==> src/rtl/seq_detect_moore.sv <==
// seq_detect_moore: serial pattern detector with runtime-loadable pattern,
// overlapping/non-overlapping mode and saturating match counter.
module seq_detect_moore #(
    parameter int unsigned           PAT_W   = 4,
    parameter int unsigned           CNT_W   = 8,
    parameter logic [PAT_W-1:0]      RST_PAT = 4'b1011
) (
    input  logic             clk,
    input  logic             rst,
    input  logic             en,
    input  logic             inp,
    input  logic             load,
    input  logic [PAT_W-1:0] pattern,
    input  logic             overlap,
    output logic             match,
    output logic [CNT_W-1:0] match_cnt,
    output logic             cnt_sat
);
    localparam int unsigned FW = $clog2(PAT_W + 1);

    typedef enum logic {FILL, ARMED} state_t;

    logic [PAT_W-1:0] pat_reg, hist, hist_nx;
    logic [FW-1:0]    fill, fill_nx;
    logic [CNT_W-1:0] cnt_inc;
    logic             hit;
    state_t           state;

    // Control state is implied by how many bits have been gathered.
    assign state   = (fill == FW'(PAT_W)) ? ARMED : FILL;
    assign hist_nx = {hist[PAT_W-2:0], inp};
    assign fill_nx = (state == ARMED) ? fill : fill + 1'b1;
    assign hit     = (fill_nx == FW'(PAT_W)) && (hist_nx == pat_reg);
    assign cnt_inc = match_cnt + 1'b1;

    always_ff @(posedge clk or negedge rst) begin
        if (!rst) begin
            pat_reg   <= RST_PAT;
            hist      <= '0;
            fill      <= '0;
            match     <= 1'b0;
            match_cnt <= '0;
            cnt_sat   <= 1'b0;
        end else if (load) begin
            pat_reg   <= pattern;
            hist      <= '0;
            fill      <= '0;
            match     <= 1'b0;
            match_cnt <= '0;
            cnt_sat   <= 1'b0;
        end else if (en) begin
            match <= hit;
            hist  <= hist_nx;
            fill  <= (hit && !overlap) ? '0 : fill_nx;
            if (hit && !cnt_sat) begin
                match_cnt <= cnt_inc;
                cnt_sat   <= &cnt_inc;
            end
        end else begin
            match <= 1'b0;
        end
    end
endmodule

==> config.mk <==
export PLATFORM = sky130hd
export DESIGN_NAME = seq_detect_moore
export DESIGN_NICKNAME = d
export VERILOG_FILES = /design/src/rtl/seq_detect_moore.sv
export SDC_FILE = /design/constraint.sdc
export NUM_CORES = 1
export LEC_CHECK = 0
export BUFFER_PORTS_ARGS = -buffer_cell sky130_fd_sc_hd__buf_2
export CORE_ASPECT_RATIO = 0.75
export CORE_MARGIN = 2
export CORE_UTILIZATION = 53
export CTS_CLUSTER_DIAMETER = 80
export DETAILED_ROUTE_END_ITERATION = 10
export PLACE_DENSITY = 0.87
export SETUP_SLACK_MARGIN = 0.1
export SYNTH_ARGS = -nofsm -noshare
export SYNTH_HDL_FRONTEND = slang
export SYNTH_SLANG_ARGS = --single-unit
==> constraint.sdc <==
create_clock -name clk -period 2.37 [get_ports clk]
set_input_delay 0.474 -clock clk [delete_from_list [all_inputs] [get_ports clk]]
set_output_delay 0.474 -clock clk [all_outputs]
set_load 0.01 [all_outputs]
Word level (Yosys, flattened, before mapping):

Index checks and enable logic that the tools add are counted.

* input bits: 10
* logic and storage cells: 35
* output and inout port bits: 10
* register bits after elaboration: 20

* reduce and logical (&&, ||, !) cells: 9
* mux-type cells: 15
* equal/unequal tests: 3
* add/subtract/negate cells: 2

Operators with widths (number)
* $mux 8: 3
* $mux 3: 6
* $add 8x1->8 const B: 1
* $reduce_and 8->1: 1
* $eq 3x3->1 const B: 2
* $mux 1: 6
* $eq 4x4->1: 1
* $reduce_bool 2->1: 2
* $add 3x1->3 const B: 1
* $logic_and 1x1->1: 3
* $logic_not 1->1: 2
* $reduce_and 2->1: 1

Longest topological paths before layout:

* depth after elaboration: 9
* depth in mapped cells: 8

Worst setup path after synthesis:

No wires, ideal clock.

* kind: register to register
* start point: reg fill[0]
* end point: reg match_cnt[0]
* path slack: 0.228 ns
* arrival time: 2.017 ns
* period minus slack after synthesis: 2.142 ns
* stages on the path, launching flop included: 9
* path through: dfrtp_1 > inv_1 > ha_1 > or3b_1 > a211oi_2 > o211ai_2 > buf_2 > nor2_1 > mux2_2

* longest elaborated chain between the ends: 8

RTL lines
* start, declared: line 24 `logic [FW-1:0] fill, fill_nx;`
* start signal, assigned: line 54 `fill <= (hit && !overlap) ? '0 : fill_nx;`
* branches (longest 2 deep; another with $add 3x1->3)
* $mux 3 (*): line 32 `assign fill_nx = (state == ARMED) ? fill : fill + 1'b1;`
* $eq 3x3->1 (*): line 33 `assign hit = (fill_nx == FW'(PAT_W)) && (hist_nx == pat_reg);`
* $logic_and 1x1->1 (*): line 33
* $logic_and 1x1->1 (*): line 55 `if (hit && !cnt_sat) begin`
* $reduce_bool 2->1 (no line) (*)
* $reduce_and 2->1 (no line) (*)
* end signal, assigned: line 56 `match_cnt <= cnt_inc;`
* end, declared: line 16 `output logic [CNT_W-1:0] match_cnt,`

Mark *: on every way between the ends.
A chain may end at the register's enable or synchronous reset.

Worst setup path after layout:

* start point: reg fill[1]
* end point: reg match_cnt[0]

The elaborated chain is that of the path after synthesis.

==> run_results.csv <==
group,metric,value,unit
sta,fmax,0.456,GHz
sta,worstMarginPinSlew,0.489,ns
floorplanning,start_util,0.550,
sta,max_slew_margin,0.672,
worst_setup_path,reg2reg_from,"fill[1]",
final_layout,multi_input_area,586,sq um
synthesis,ys_seq_area_frac,0.468,
synthesis,syn-cell-area,1080,sq um
final_layout,seq_area,504,sq um
route,routed-wl-met2,1.15,mm
power_and_ir_drop,p_per_area,547,nW/um^2
route,viasPerCell,5.60,
synthesis,yosysUniqueCellTypes,32,
sta,tns,0,ns
power_and_ir_drop,vdd_drop_max,0.000629,V
grt,grt_start_max_net_pins,24,
worst_setup_path,cp-start-kind,"register",
grt,antenna_found_initial,0,
synthesis,syn-num-nets,122,
worst_setup_path,ff2ff_setup_slack,0.18,ns
sta,fin_ws,0.176,ns
min_path,hold_class,"input port to async pin",
floorplanning,fp-row-count,14,
floorplanning,io_pins,20,
clock_tree,cts_buffers,3,
grt,grt_pass1_wl,3.85,mm
floorplanning,die-area,2420,sq um
clock_tree,ctsRootBufferMaster,"clkbuf_4",
sta,period_share,0.926,
clock_tree,path_clk_slew,0.12,ns
route,drcViolationCount,0,
grt,grt_use_total,0.213,
clock_tree,cts.sinks,20,
sta,setup-violations-final,0,
route,first_iter_violations,23,
route,topRoutingLayerUsed,"met4",
worst_setup_path,critical_path_class,"register to register",
worst_setup_path,end_kind,"register",
sta,clock-skew-final,0.00363,ns
placement,pre_cts_slack,0.0261,ns
sta,timing.final.hold_violations,0,
synthesis,synth_seq_cells,20,
synthesis,avgSynthCellArea,9.99,sq um
final_layout,largest_reg_flops,8,
clock_tree,cts_max_level,1,
synthesis,ys_warn_count,0,
floorplanning,dieWidth,56.1,microns
worst_setup_path,reg2regPathDepth,8,
final_layout,n_fill_cell,152,
final_layout,num-nets-final,149,
route,wl_met3,132,microns
job,cap_violations,0,
worst_setup_path,required,2.58,ns
grt,grt_pass1_vias,863,
clock_tree,insertion_delay,0.31,ns
worst_setup_path,path_max_fanout,7,
route,drt_first_pass_iters,4,
floorplanning,core,1960,sq um
placement,place.gp.congestion,0.796,
final_layout,diodes,0,
sta,period_minus_slack,2.19,ns
route,vias,885,
worst_setup_path,crit_arrival,2.41,ns
outcome,status,"complete, no violations",
final_layout,syn2layout_area_growth,25.5,%
final_layout,drive_gt1_frac,0.373,
synthesis,syn_inst,108,
worst_setup_path,r2r-end,"match_cnt[0]",
floorplanning,die-height,43.1,microns
clock_tree,clock_path_buffers,2,
route,drt.antenna.violating_nets,0,
sta,rsz0062_at_grt,"yes",
sta,slew_viol_final,0,
placement,hpwl,1.49,mm
route,wirelength,2.34,mm
power_and_ir_drop,leakage,0.616,nW
grt,gr-total-overflow,0,
clock_tree,cts_tree,"done",
placement,portBuffers,19,
route,drt-met1-wl,1.01,mm
route,avgRoutedWirePerCell,14.8,microns
-- kinds of logic after synthesis --
family	share of synthesized area
AO/OA/AOI/OAI	0.117
XOR/XNOR	0.0568
adder cells (fa/ha/maj)	0.0464
buffers and inverters	0.0360
flip-flops	0.468
multiplexers	0.0800
AND/OR/NAND/NOR	0.196
-- cell type report --
| type | instances | area share |
|---|---|---|
| clock buffers | 3 | 0.0166 |
| clock inverters | 1 | 0.0222 |
| inverters | 4 | 0.0111 |
| multi-input cells | 78 | 0.433 |
| flip-flops and latches | 20 | 0.372 |
| well taps | 24 | 0.0222 |
| repair buffers | 28 | 0.123 |
-- Yosys cell counts --
library cell  count  area (sq um)
a211oi_2          1          12.5
a21oi_1           7          35.0
a31oi_1           1          6.26
and2_1            1          6.26
and3_1            1          6.26
and4b_1           1          10.0
buf_2             1          5.00
clkbuf_1          5          18.8
dfrtp_1          17           425
dfstp_2           3          78.8
ha_1              4          50.1
inv_1             4          15.0
mux2_2            5          56.3
mux2i_1           3          30.0
nand2_1           7          26.3
nand2b_1          3          18.8
nand3_1           5          25.0
nor2_1           12          45.0
nor3_1            2          10.0
nor3b_1           1          7.51
nor4_1            2          12.5
o2111a_1          1          11.3
o211ai_2          1          12.5
o21ai_0           2          10.0
o21bai_1          1          7.51
o31ai_1           3          22.5
o41ai_1           1          8.76
or3_1             2          12.5
or3b_1            1          8.76
or4_1             3          22.5
xnor2_1           4          35.0
xor2_1            3          26.3
-- worst max-delay path by stage --
stage | startpoint | endpoint
final | fill[1] | match_cnt[0]
after global routing | fill[1] | match_cnt[5]
after detailed placement | fill[0] | match_cnt[6]
after global placement | fill[0] | match_cnt[6]
after floorplan | fill[0] | match_cnt[0]
after CTS | fill[0] | match_cnt[5]
-- layer usage --
metal | up-vias | global-route usage
met1 | 424 | 0.251
li1 | 430 | -
met2 | 24 | 0.362
met3 | 7 | 0.0701
met4 | 0 | 0.0810
met5 | - | 0
-- power breakdown --
group	leakage, nW	switching (W)	internal, W
Clock	0.0279	0.000115	0.000171
Combinational	0.323	0.0000437	0.0000430
Sequential	0.264	0.0000103	0.000357
-- cells in the final DEF, fill, tap and decap left out, types with 4 or more instances in the layout --
cell     synthesis  final
buf_2            1     19
nand2_1          7      7
xnor2_1          4      4
buf_4            0      8
mux2_2           5      5
nand3_1          5      5
dfrtp_1         17     17
a21oi_1          7      6
nor2_1          12     11
-- what timing repair did --
action,CTS,global route
gates resized for setup,8,8
hold buffers,0,0
buffers inserted,5,3
endpoints found under the setup margin,7,8
pin swaps,2,9
-- stage by stage --
| step | hold WS (ns) | power, W | utilization | instance area (sq um) | std cells |
|---|---|---|---|---|---|
| floorplan | 0.178 | 0.000414 | - | 1080 | 108 |
| global placement | 0.432 | 0.000433 | 0.605 | 1190 | 146 |
| detailed placement | 0.446 | 0.000439 | 0.605 | 1190 | 146 |
| CTS | 0.0898 | 0.000733 | 0.664 | 1300 | 155 |
| global route | 0.112 | 0.000771 | 0.690 | 1350 | 158 |
| finish | 0.0863 | 0.000740 | 0.690 | 1350 | 158 |
-- critical path: stages, from the launching register on --
cell and delay (ns):
dfrtp_1 0.42, inv_2 0.06, ha_4 0.16, or3b_4 0.40, a211oi_4 0.31, o211ai_4 0.15
buf_6 0.18, nor2_4 0.08, mux2_2 0.33
Power figures use the tool's default switching activity.
